==> config.mk <==
export PLATFORM = sky130hd
export DESIGN_NAME = load_store_unit
export DESIGN_NICKNAME = d
export VERILOG_FILES = /design/src/rtl/load_store_unit.sv
export SDC_FILE = /design/constraint.sdc
export NUM_CORES = 1
export LEC_CHECK = 0
export CAP_MARGIN = 10
export CORE_ASPECT_RATIO = 1.1
export CORE_MARGIN = 1.5
export CORE_UTILIZATION = 49
export CTS_BUF_LIST = sky130_fd_sc_hd__clkbuf_8
export DETAILED_ROUTE_END_ITERATION = 6
export PLACE_DENSITY = 0.79
export REMOVE_ABC_BUFFERS = 1
export SYNTH_ARGS = -nofsm -noshare
export SYNTH_HDL_FRONTEND = slang
export SYNTH_SLANG_ARGS = --single-unit
export TNS_END_PERCENT = 50
==> constraint.sdc <==
create_clock -name clk_in -period 6.32 [get_ports clk_in]
set_clock_uncertainty 0.15 [all_clocks]
set_input_delay 0.948 -clock clk_in [delete_from_list [all_inputs] [get_ports clk_in]]
set_output_delay 0.948 -clock clk_in [all_outputs]
set_load 0.01 [all_outputs]
==> src/rtl/load_store_unit.sv <==
// Memory-access stage between execute and writeback: formats stores onto byte lanes,
// aligns and extends load data, and splits bus-word-crossing accesses into two beats.
module load_store_unit #(
    parameter int DATA_W           = 32,
    parameter int ADDR_W           = 32,
    parameter bit SPLIT_MISALIGNED = 1'b1
) (
    input  logic                  clk_in,
    input  logic                  rst_in,
    input  logic                  req_valid_in,
    output logic                  req_ready_out,
    input  logic [3:0]            req_func_in,
    input  logic [ADDR_W-1:0]     req_addr_in,
    input  logic [31:0]           req_data_in,
    input  logic [4:0]            req_dst_in,
    output logic                  mem_valid_out,
    input  logic                  mem_ready_in,
    output logic [ADDR_W-1:0]     mem_addr_out,
    output logic                  mem_we_out,
    output logic [DATA_W/8-1:0]   mem_be_out,
    output logic [DATA_W-1:0]     mem_wdata_out,
    input  logic                  mem_rvalid_in,
    input  logic [DATA_W-1:0]     mem_rdata_in,
    output logic                  resp_valid_out,
    input  logic                  resp_ready_in,
    output logic [31:0]           resp_data_out,
    output logic [4:0]            resp_dst_out,
    output logic                  resp_fault_out
);

    localparam int BYTES = DATA_W / 8;
    localparam int OFF_W = $clog2(BYTES);

    localparam logic [3:0] FUNC_LW  = 4'd0;
    localparam logic [3:0] FUNC_LH  = 4'd1;
    localparam logic [3:0] FUNC_LHU = 4'd2;
    localparam logic [3:0] FUNC_LB  = 4'd3;
    localparam logic [3:0] FUNC_LBU = 4'd4;
    localparam logic [3:0] FUNC_SW  = 4'd5;
    localparam logic [3:0] FUNC_SH  = 4'd6;
    localparam logic [3:0] FUNC_SB  = 4'd7;
    localparam logic [3:0] FUNC_NOP = 4'd8;

    typedef enum logic [2:0] {IDLE, REQ0, WAIT0, REQ1, WAIT1, RESP} lsuStateT;

    lsuStateT                state;
    logic [3:0]              funcReg;
    logic [OFF_W-1:0]        offReg;
    logic                    crossReg;
    logic [ADDR_W-1:0]       baseAddr;
    logic [4:0]              dstReg;
    logic [DATA_W-1:0]       beat0Reg;
    logic [DATA_W-1:0]       wdataHi;
    logic [BYTES-1:0]        beHi;

    logic [OFF_W-1:0]        reqOff;
    logic [ADDR_W-1:0]       reqBase;
    logic                    reqCross;
    logic                    reqStore;
    logic                    reqNop;
    logic                    reqIllegal;
    logic [3:0]              reqSizeMask;
    logic [31:0]             reqMaskedData;
    logic [2*BYTES-1:0]      reqLaneMask;
    logic [2*DATA_W-1:0]     reqLaneData;

    function automatic logic [2:0] sizeBytes(input logic [3:0] func);
        case (func)
            FUNC_LW, FUNC_SW:            sizeBytes = 3'd4;
            FUNC_LH, FUNC_LHU, FUNC_SH:  sizeBytes = 3'd2;
            FUNC_LB, FUNC_LBU, FUNC_SB:  sizeBytes = 3'd1;
            default:                     sizeBytes = 3'd0;
        endcase
    endfunction

    function automatic logic isStoreFunc(input logic [3:0] func);
        isStoreFunc = (func == FUNC_SW) || (func == FUNC_SH) || (func == FUNC_SB);
    endfunction

    // Shift the (one or two) captured bus words down to the access offset, then extend.
    function automatic logic [31:0] formatLoad(input logic [3:0]        func,
                                               input logic [OFF_W-1:0]  off,
                                               input logic [DATA_W-1:0] hi,
                                               input logic [DATA_W-1:0] lo);
        logic [31:0] word;
        word = 32'({hi, lo} >> {off, 3'b000});
        case (func)
            FUNC_LW:  formatLoad = word;
            FUNC_LH:  formatLoad = {{16{word[15]}}, word[15:0]};
            FUNC_LHU: formatLoad = {16'h0000, word[15:0]};
            FUNC_LB:  formatLoad = {{24{word[7]}}, word[7:0]};
            FUNC_LBU: formatLoad = {24'h000000, word[7:0]};
            default:  formatLoad = 32'h0;
        endcase
    endfunction

    // Decode the incoming request; only sampled when it is accepted in IDLE.
    always_comb begin
        reqOff        = req_addr_in[OFF_W-1:0];
        reqBase       = {req_addr_in[ADDR_W-1:OFF_W], {OFF_W{1'b0}}};
        reqCross      = (5'(reqOff) + 5'(sizeBytes(req_func_in))) > 5'(BYTES);
        reqStore      = isStoreFunc(req_func_in);
        reqNop        = (req_func_in == FUNC_NOP);
        reqIllegal    = (req_func_in > FUNC_NOP);
        reqSizeMask   = (sizeBytes(req_func_in) == 3'd4) ? 4'b1111 :
                        (sizeBytes(req_func_in) == 3'd2) ? 4'b0011 :
                        (sizeBytes(req_func_in) == 3'd1) ? 4'b0001 : 4'b0000;
        reqMaskedData = req_data_in & {{8{reqSizeMask[3]}}, {8{reqSizeMask[2]}},
                                       {8{reqSizeMask[1]}}, {8{reqSizeMask[0]}}};
        reqLaneMask   = {{(2*BYTES-4){1'b0}}, reqSizeMask} << reqOff;
        reqLaneData   = {{(2*DATA_W-32){1'b0}}, reqMaskedData} << {reqOff, 3'b000};
    end

    assign req_ready_out = (state == IDLE);

    // Transaction FSM; every bus and response output is registered here.
    always_ff @(posedge clk_in or posedge rst_in) begin
        if (rst_in) begin
            state          <= IDLE;
            funcReg        <= 4'h0;
            offReg         <= '0;
            crossReg       <= 1'b0;
            baseAddr       <= '0;
            dstReg         <= 5'd0;
            beat0Reg       <= '0;
            wdataHi        <= '0;
            beHi           <= '0;
            mem_valid_out  <= 1'b0;
            mem_addr_out   <= '0;
            mem_we_out     <= 1'b0;
            mem_be_out     <= '0;
            mem_wdata_out  <= '0;
            resp_valid_out <= 1'b0;
            resp_data_out  <= 32'h0;
            resp_dst_out   <= 5'd0;
            resp_fault_out <= 1'b0;
        end else begin
            case (state)
                IDLE: begin
                    if (req_valid_in) begin
                        funcReg  <= req_func_in;
                        offReg   <= reqOff;
                        crossReg <= reqCross;
                        baseAddr <= reqBase;
                        dstReg   <= req_dst_in;
                        beat0Reg <= '0;
                        wdataHi  <= reqStore ? reqLaneData[2*DATA_W-1:DATA_W] : '0;
                        beHi     <= reqLaneMask[2*BYTES-1:BYTES];
                        if (reqNop || reqIllegal || (reqCross && !SPLIT_MISALIGNED)) begin
                            state          <= RESP;
                            resp_valid_out <= 1'b1;
                            resp_data_out  <= 32'h0;
                            resp_dst_out   <= req_dst_in;
                            resp_fault_out <= !reqNop;
                        end else begin
                            state         <= REQ0;
                            mem_valid_out <= 1'b1;
                            mem_addr_out  <= reqBase;
                            mem_we_out    <= reqStore;
                            mem_be_out    <= reqLaneMask[BYTES-1:0];
                            mem_wdata_out <= reqStore ? reqLaneData[DATA_W-1:0] : '0;
                        end
                    end
                end
                REQ0: begin
                    if (mem_ready_in) begin
                        if (isStoreFunc(funcReg) && crossReg) begin
                            state         <= REQ1;
                            mem_addr_out  <= baseAddr + ADDR_W'(BYTES);
                            mem_be_out    <= beHi;
                            mem_wdata_out <= wdataHi;
                        end else begin
                            mem_valid_out <= 1'b0;
                            mem_addr_out  <= '0;
                            mem_we_out    <= 1'b0;
                            mem_be_out    <= '0;
                            mem_wdata_out <= '0;
                            if (isStoreFunc(funcReg)) begin
                                state          <= RESP;
                                resp_valid_out <= 1'b1;
                                resp_data_out  <= 32'h0;
                                resp_dst_out   <= dstReg;
                                resp_fault_out <= 1'b0;
                            end else begin
                                state <= WAIT0;
                            end
                        end
                    end
                end
                WAIT0: begin
                    if (mem_rvalid_in) begin
                        beat0Reg <= mem_rdata_in;
                        if (crossReg) begin
                            state         <= REQ1;
                            mem_valid_out <= 1'b1;
                            mem_addr_out  <= baseAddr + ADDR_W'(BYTES);
                            mem_we_out    <= 1'b0;
                            mem_be_out    <= beHi;
                            mem_wdata_out <= '0;
                        end else begin
                            state          <= RESP;
                            resp_valid_out <= 1'b1;
                            resp_data_out  <= formatLoad(funcReg, offReg, '0, mem_rdata_in);
                            resp_dst_out   <= dstReg;
                            resp_fault_out <= 1'b0;
                        end
                    end
                end
                REQ1: begin
                    if (mem_ready_in) begin
                        mem_valid_out <= 1'b0;
                        mem_addr_out  <= '0;
                        mem_we_out    <= 1'b0;
                        mem_be_out    <= '0;
                        mem_wdata_out <= '0;
                        if (isStoreFunc(funcReg)) begin
                            state          <= RESP;
                            resp_valid_out <= 1'b1;
                            resp_data_out  <= 32'h0;
                            resp_dst_out   <= dstReg;
                            resp_fault_out <= 1'b0;
                        end else begin
                            state <= WAIT1;
                        end
                    end
                end
                WAIT1: begin
                    if (mem_rvalid_in) begin
                        state          <= RESP;
                        resp_valid_out <= 1'b1;
                        resp_data_out  <= formatLoad(funcReg, offReg, mem_rdata_in, beat0Reg);
                        resp_dst_out   <= dstReg;
                        resp_fault_out <= 1'b0;
                    end
                end
                RESP: begin
                    if (resp_ready_in) begin
                        state          <= IDLE;
                        resp_valid_out <= 1'b0;
                        resp_data_out  <= 32'h0;
                        resp_dst_out   <= 5'd0;
                        resp_fault_out <= 1'b0;
                    end
                end
                default: state <= IDLE;
            endcase
        end
    end

endmodule
* Yosys cells after proc, flatten, opt, wreduce, memory -nomap -nowiden
Memory sizes are Yosys's and may differ from the RTL's. Cells that the tools add are included.
Cells by class: multiplexer cells 105, eq/ne operators 30, magnitude comparators 2, add/subtract/negate cells 2, shift-type cells 4, bitwise gates (word level) 1, reduce and logical (&&, ||, !) cells 18
Operators with widths (number):
- two-way mux 32 bit | 27
- one-hot mux 32 bit (5 select lines) | 2
- one-hot mux 32 bit (4 select lines) | 2
- one-hot mux 32 bit (6 select lines) | 1
- one-hot mux 32 bit (2 select lines) | 1
- << shifter 32 x 5 -> 64 bit | 1
- >> shifter 64 x 5 -> 32 bit | 1
- two-way mux 5 bit | 10
- two-way mux 3 bit | 14
- adder 32 x 3 -> 32 bit, second input constant | 1
- bitwise AND 32 bit | 1
- two-way mux 1 bit | 32
- two-way mux 4 bit | 8
- >> shifter 32 x 5 -> 32 bit | 1
- one-hot mux 5 bit (6 select lines) | 1
- equality test 4 x 3 -> 1 bit, second input constant | 7
- inequality test 2 bit, second input constant | 10
- one-hot mux 3 bit (6 select lines) | 1
- one-hot mux 4 bit (4 select lines) | 1
- one-hot mux 1 bit (6 select lines) | 2
- AND reduction 10 bit | 1
- equality test 3 x 2 -> 1 bit, second input constant | 3
- equality test 3 bit, second input constant | 3
- equality test 4 x 2 -> 1 bit, second input constant | 2
- other kinds (23) | 29
Word-level totals: bits in read-only memories 96, memories kept 4, bits of input ports 111, register bits 222
Memory list:
- (no name shown) | words 8, bits a word 3, rd ports 1, clocked after Yosys merged registers in 0, wr ports 0, line 68 | case (func)
- (no name shown) | words 8, bits a word 3, rd ports 1, clocked after Yosys merged registers in 0, wr ports 0, line 68
- (no name shown) | words 8, bits a word 3, rd ports 1, clocked after Yosys merged registers in 0, wr ports 0, line 68
- (no name shown) | words 8, bits a word 3, rd ports 1, clocked after Yosys merged registers in 0, wr ports 0, line 68

* Logic depth before layout (Yosys ltp)
An unclocked memory read counts as a cell.
depth in word-level cells 12, depth in mapped cells 12

* Worst setup path before layout
OpenSTA, ideal clock, no wires.
kind input port to flip-flop, start input port req_func_in[0], end register crossReg, required time 6.034 ns, path buffers 1, library setup time 0.136 ns, slack 3.308 ns, arrival time 2.726 ns, stages on the path 12, path through inv_1 ha_1 clkbuf_1 nand2_1 nand2_1 nor2_1 ha_1 fa_1 nor2_1 o21ai_0 o31ai_1 o21ai_0
Between the ends: word-level cells in the longest chain between the ends 4
Ends and longest elaborated chain:
- start, declared | line 12 | input logic [3:0] req_func_in,
- memory (8 x 3 bit)
- two-way mux 3 bit | line 68
- adder 2 x 3 -> 4 bit | line 101 | reqCross = (5'(reqOff) + 5'(sizeBytes(req_func_in))) > 5'(BYTES);
- greater-than comparator 4 x 3 -> 1 bit | line 101
- end signal, assigned | line 143 | crossReg <= reqCross;
- end, declared | line 49 | logic crossReg;
No other way between the ends. A chain may end at the register's enable or synchronous reset.

* Final worst setup path
start register state[2], end output port req_ready_out
Between the ends: word-level cells in the longest chain between the ends 1
Ends and longest elaborated chain:
- start, declared | line 46 | lsuStateT state;
- start signal, assigned | line 119 | state <= IDLE;
- start signal, assigned | line 150 | state <= RESP;
- start signal, assigned | line 156 | state <= REQ0;
- zero test 3 bit | line 114 | assign req_ready_out = (state == IDLE);
- end, declared | line 11 | output logic req_ready_out,
No other way between the ends.

==> metrics.md <==
| Metric | Value |
|---|---|
| Area growth syn-to-layout | `25.9%` |
| R2r setup slk | `2.99 ns` |
| Detailed Place HPWL | `22100 um` |
| Row cnt | `59` |
| Die Area | `24800 um^2` |
| Worst hold endpoint | `wdataHi[9]` |
| Area of the multi-input gates | `6000 um^2` |
| Final hold viol count | `0` |
| Routed WL per cell | `19.8 um` |
| Worst-path clk slew | `0.06 ns` |
| CP Class | `flip-flop to output port` |
| Port Buf Inserts | `218` |
| Fillers | `1929` |
| Synth Warn # | `0` |
| Final design utilization | `62.6%` |
| Die H | `165 um` |
| Synth top area share | `45.1%` |
| Crit-path max FO | `20` |
| First-pass GRT wire length | `53900 um` |
| Initial core utilization | `49.7%` |
| Share of cells above drive strength 1 | `8.80%` |
| I/O Pins | `221` |
| First-pass DRT Iterations | `5` |
| # nets final | `1503` |
| WL final | `33900 um` |
| Most used DFF post-synth | `dfrtp_1` |
| Area contributors post-synth | `dfrtp_1 (45%), nand2_1 (7.4%), mux2i_1 (5.1%), o21ai_0 (4.6%), mux4_2 (3.5%)` |
| Cts hold-fix bufs | `0` |
| Syn avg cell area | `9.71 um^2` |
| Vias/cell | `6.12` |
| R2r worst-path depth | `4` |
| Gp weighted congestion | `0.891` |
| Crit path launch type | `flip-flop` |
| Num CTS Buffers | `36` |
| Hold path depth | `2` |
| Peak supply drop | `0.261 mV` |
| EDFF count, synth | `0` |
| Vias in the first global route | `10400` |
| Largest net degree at the start of global routing | `126` |
| Outcome | `complete, no violations` |
| Seq/Total Area, Yosys | `45.1%` |
| Worst slew margin | `27.3%` |
| Root Driver | `clkbuf_8` |
| Initial antenna violation count | `0` |
| Seq. cell area | `5280 um^2` |
| All-Layer GR Usage | `27.5%` |
| Clock buffer depth | `3` |
| HP Class | `flip-flop to flip-flop` |
| Clock Sinks | `211` |
| Total gr overflow | `0` |
| Post-route DRC | `0` |
| Area leader, netlist | `dfrtp_1` |
| Die X | `150 um` |
| Antenna diodes | `0` |
| Worst setup margin | `2.91 ns` |
| F_max | `0.293 GHz` |
| Async S/R FF share, synth | `100%` |
| Clk_lat worst skew | `0.53 ns` |
| Placement Setup Slack | `2.36 ns` |
| Pwr dens | `386 nW/um^2` |
| Worst Tran Pin Value | `1.09 ns` |
| CTS tree | `built` |
| Total number of vias | `10500` |
| Detail Route Antenna Nets | `0` |
| Post-CTS Setup Inserts | `0` |
| 1st-iter DRT viols | `810` |
| Min cycle time layout | `3.41 ns` |
| # setup viols final | `0` |
| RSZ-0062 raised after global routing | `false` |
| Final Max Slew Viols | `0` |
| Core Box Area | `23500 um^2` |
| Cells after synthesis | `1205` |
| Area of the mapped netlist | `11700 um^2` |
| Crit path launch | `state[2]` |
| Post-cts resize count | `0` |
| Fin crit share | `54.0%` |
| Min-delay src | `wdataHi[9]` |
| Flops & latches, synth | `211` |
| Library cells used by synthesis | `73` |
| Arr. time, crit path | `2.32 ns` |
| MaxCap Viol Count | `0` |
| Reg-to-reg endpoint | `resp_data_out[18]` |
| Worst setup EP type | `output port` |
| H-tree depth | `2` |
| Leakage | `0.00641 uW` |
| Worst reg2reg startpoint | `state[2]` |
| Data required, critical path | `5.22 ns` |
power breakdown:
group          total, uW  internal (uW)  leakage [uW]  switching [uW]
combinational       2390           1070       0.00317            1320
clock               1210            652      0.000408             561
sequential          2090           1710       0.00284             383
total               5690           3430       0.00641            2260
worst max path at each step:
stage,end,slack (ns)
floorplan,baseAddr[10],-0.54
global placement,mem_be_out[2],2.49
detailed placement,mem_be_out[2],2.36
CTS,req_ready_out,2.86
global route,mem_addr_out[27],2.67
finish,req_ready_out,2.91
layout make-up:
type / count / share of cell area [%]
multi-input cells: 889 / 40.8
flip-flops and latches: 211 / 35.9
repair buffers: 235 / 15.7
clock buffers: 46 / 4.30
well taps: 305 / 2.59
clock inverters: 17 / 0.501
inverters: 11 / 0.331
through the flow:
stage | instances | instance area [um^2] | hold WS, ns | setup TNS (ns) | total power (uW)
floorplan | 1111 | 11300 | 0.292 | -114.76 | 3500
global placement | 1651 | 14000 | 0.303 | 0 | 4410
detailed placement | 1651 | 14000 | 0.314 | 0 | 4480
CTS | 1714 | 14700 | 0.328 | 0 | 5710
global route | 1714 | 14700 | 0.357 | 0 | 6040
finish | 1714 | 14700 | 0.323 | 0 | 5690
cells in the mapped netlist (10+ instances only):
| cell type | n |
|---|---|
| o21ai_0 | 107 |
| o211ai_1 | 15 |
| a221o_1 | 39 |
| dfrtp_1 | 211 |
| xor2_1 | 20 |
| a22oi_1 | 29 |
| nand3_1 | 32 |
| o22ai_1 | 11 |
| nand4_1 | 27 |
| mux2_2 | 12 |
| a22o_1 | 21 |
| o2bb2ai_1 | 13 |
| clkbuf_1 | 57 |
| nand2b_1 | 10 |
| inv_1 | 11 |
| a21oi_1 | 11 |
| buf_2 | 25 |
| and3_1 | 37 |
| xnor2_1 | 11 |
| nor2_1 | 53 |
| mux2i_1 | 60 |
| nand2_1 | 232 |
| mux4_2 | 18 |
layout by cell type (no fill, tap or decap), drive strengths merged, types with 5 or more instances in the layout:
| cell | Yosys | layout |
|---|---|---|
| xnor2 | 11 | 11 |
| nand2b | 10 | 10 |
| a22oi | 29 | 29 |
| clkbuf | 57 | 46 |
| inv | 11 | 24 |
| o21ai | 108 | 108 |
| mux2i | 60 | 60 |
| nor3 | 15 | 15 |
| nand2 | 232 | 232 |
| and4 | 6 | 6 |
| xor2 | 20 | 20 |
| nand4 | 27 | 27 |
| dfrtp | 211 | 211 |
| o21a | 5 | 5 |
| and3 | 37 | 37 |
| o211ai | 15 | 15 |
| a21o | 8 | 8 |
| a221oi | 9 | 9 |
| nor2 | 54 | 54 |
| mux4 | 21 | 21 |
| buf | 38 | 17 |
| o22a | 7 | 7 |
| a21oi | 11 | 11 |
| mux2 | 12 | 12 |
| o2bb2ai | 13 | 13 |
| clkdlybuf4s50 | 0 | 218 |
| o22ai | 11 | 11 |
| a32o | 8 | 8 |
| a22o | 21 | 21 |
| nand3 | 32 | 32 |
| ha | 7 | 7 |
| and2 | 8 | 8 |
| a221o | 39 | 39 |
logic make-up (layout without fill, tap and decap cells):
logic type	Yosys count	in the layout	share of synthesized area, %
flops	211	211	45.1
other cells	1	2	0.0320
xor+xnor	31	31	2.32
simple gates	449	449	18.5
compound gates	306	306	18.7
buf+inv	106	309	3.96
fa+ha+maj	8	8	0.919
mux	93	93	10.4
flip-flops by register name, summed over array words and instances, names as in the netlist, 2 cells and up:
register	cells
resp_dst_out	5
baseAddr	30
beHi	3
mem_be_out	4
offReg	2
mem_wdata_out	32
mem_addr_out	30
dstReg	5
funcReg	4
wdataHi	24
state	3
beat0Reg	32
resp_data_out	32
critical path, stage by stage (launching register included):
cell and delay (ns):
dfrtp_1 0.66, nor3_2 0.51, clkdlybuf4s50_1 0.62
layer usage:
layer,vias to the layer above,global-route usage [%],wire (um)
met1,5116,36.1,13700
met3,68,6.62,3190
li1,4786,-,-
met4,0,9.49,786
met5,-,0,0
met2,512,44.6,16200
Note: power is estimated with default switching activity, not from simulation.
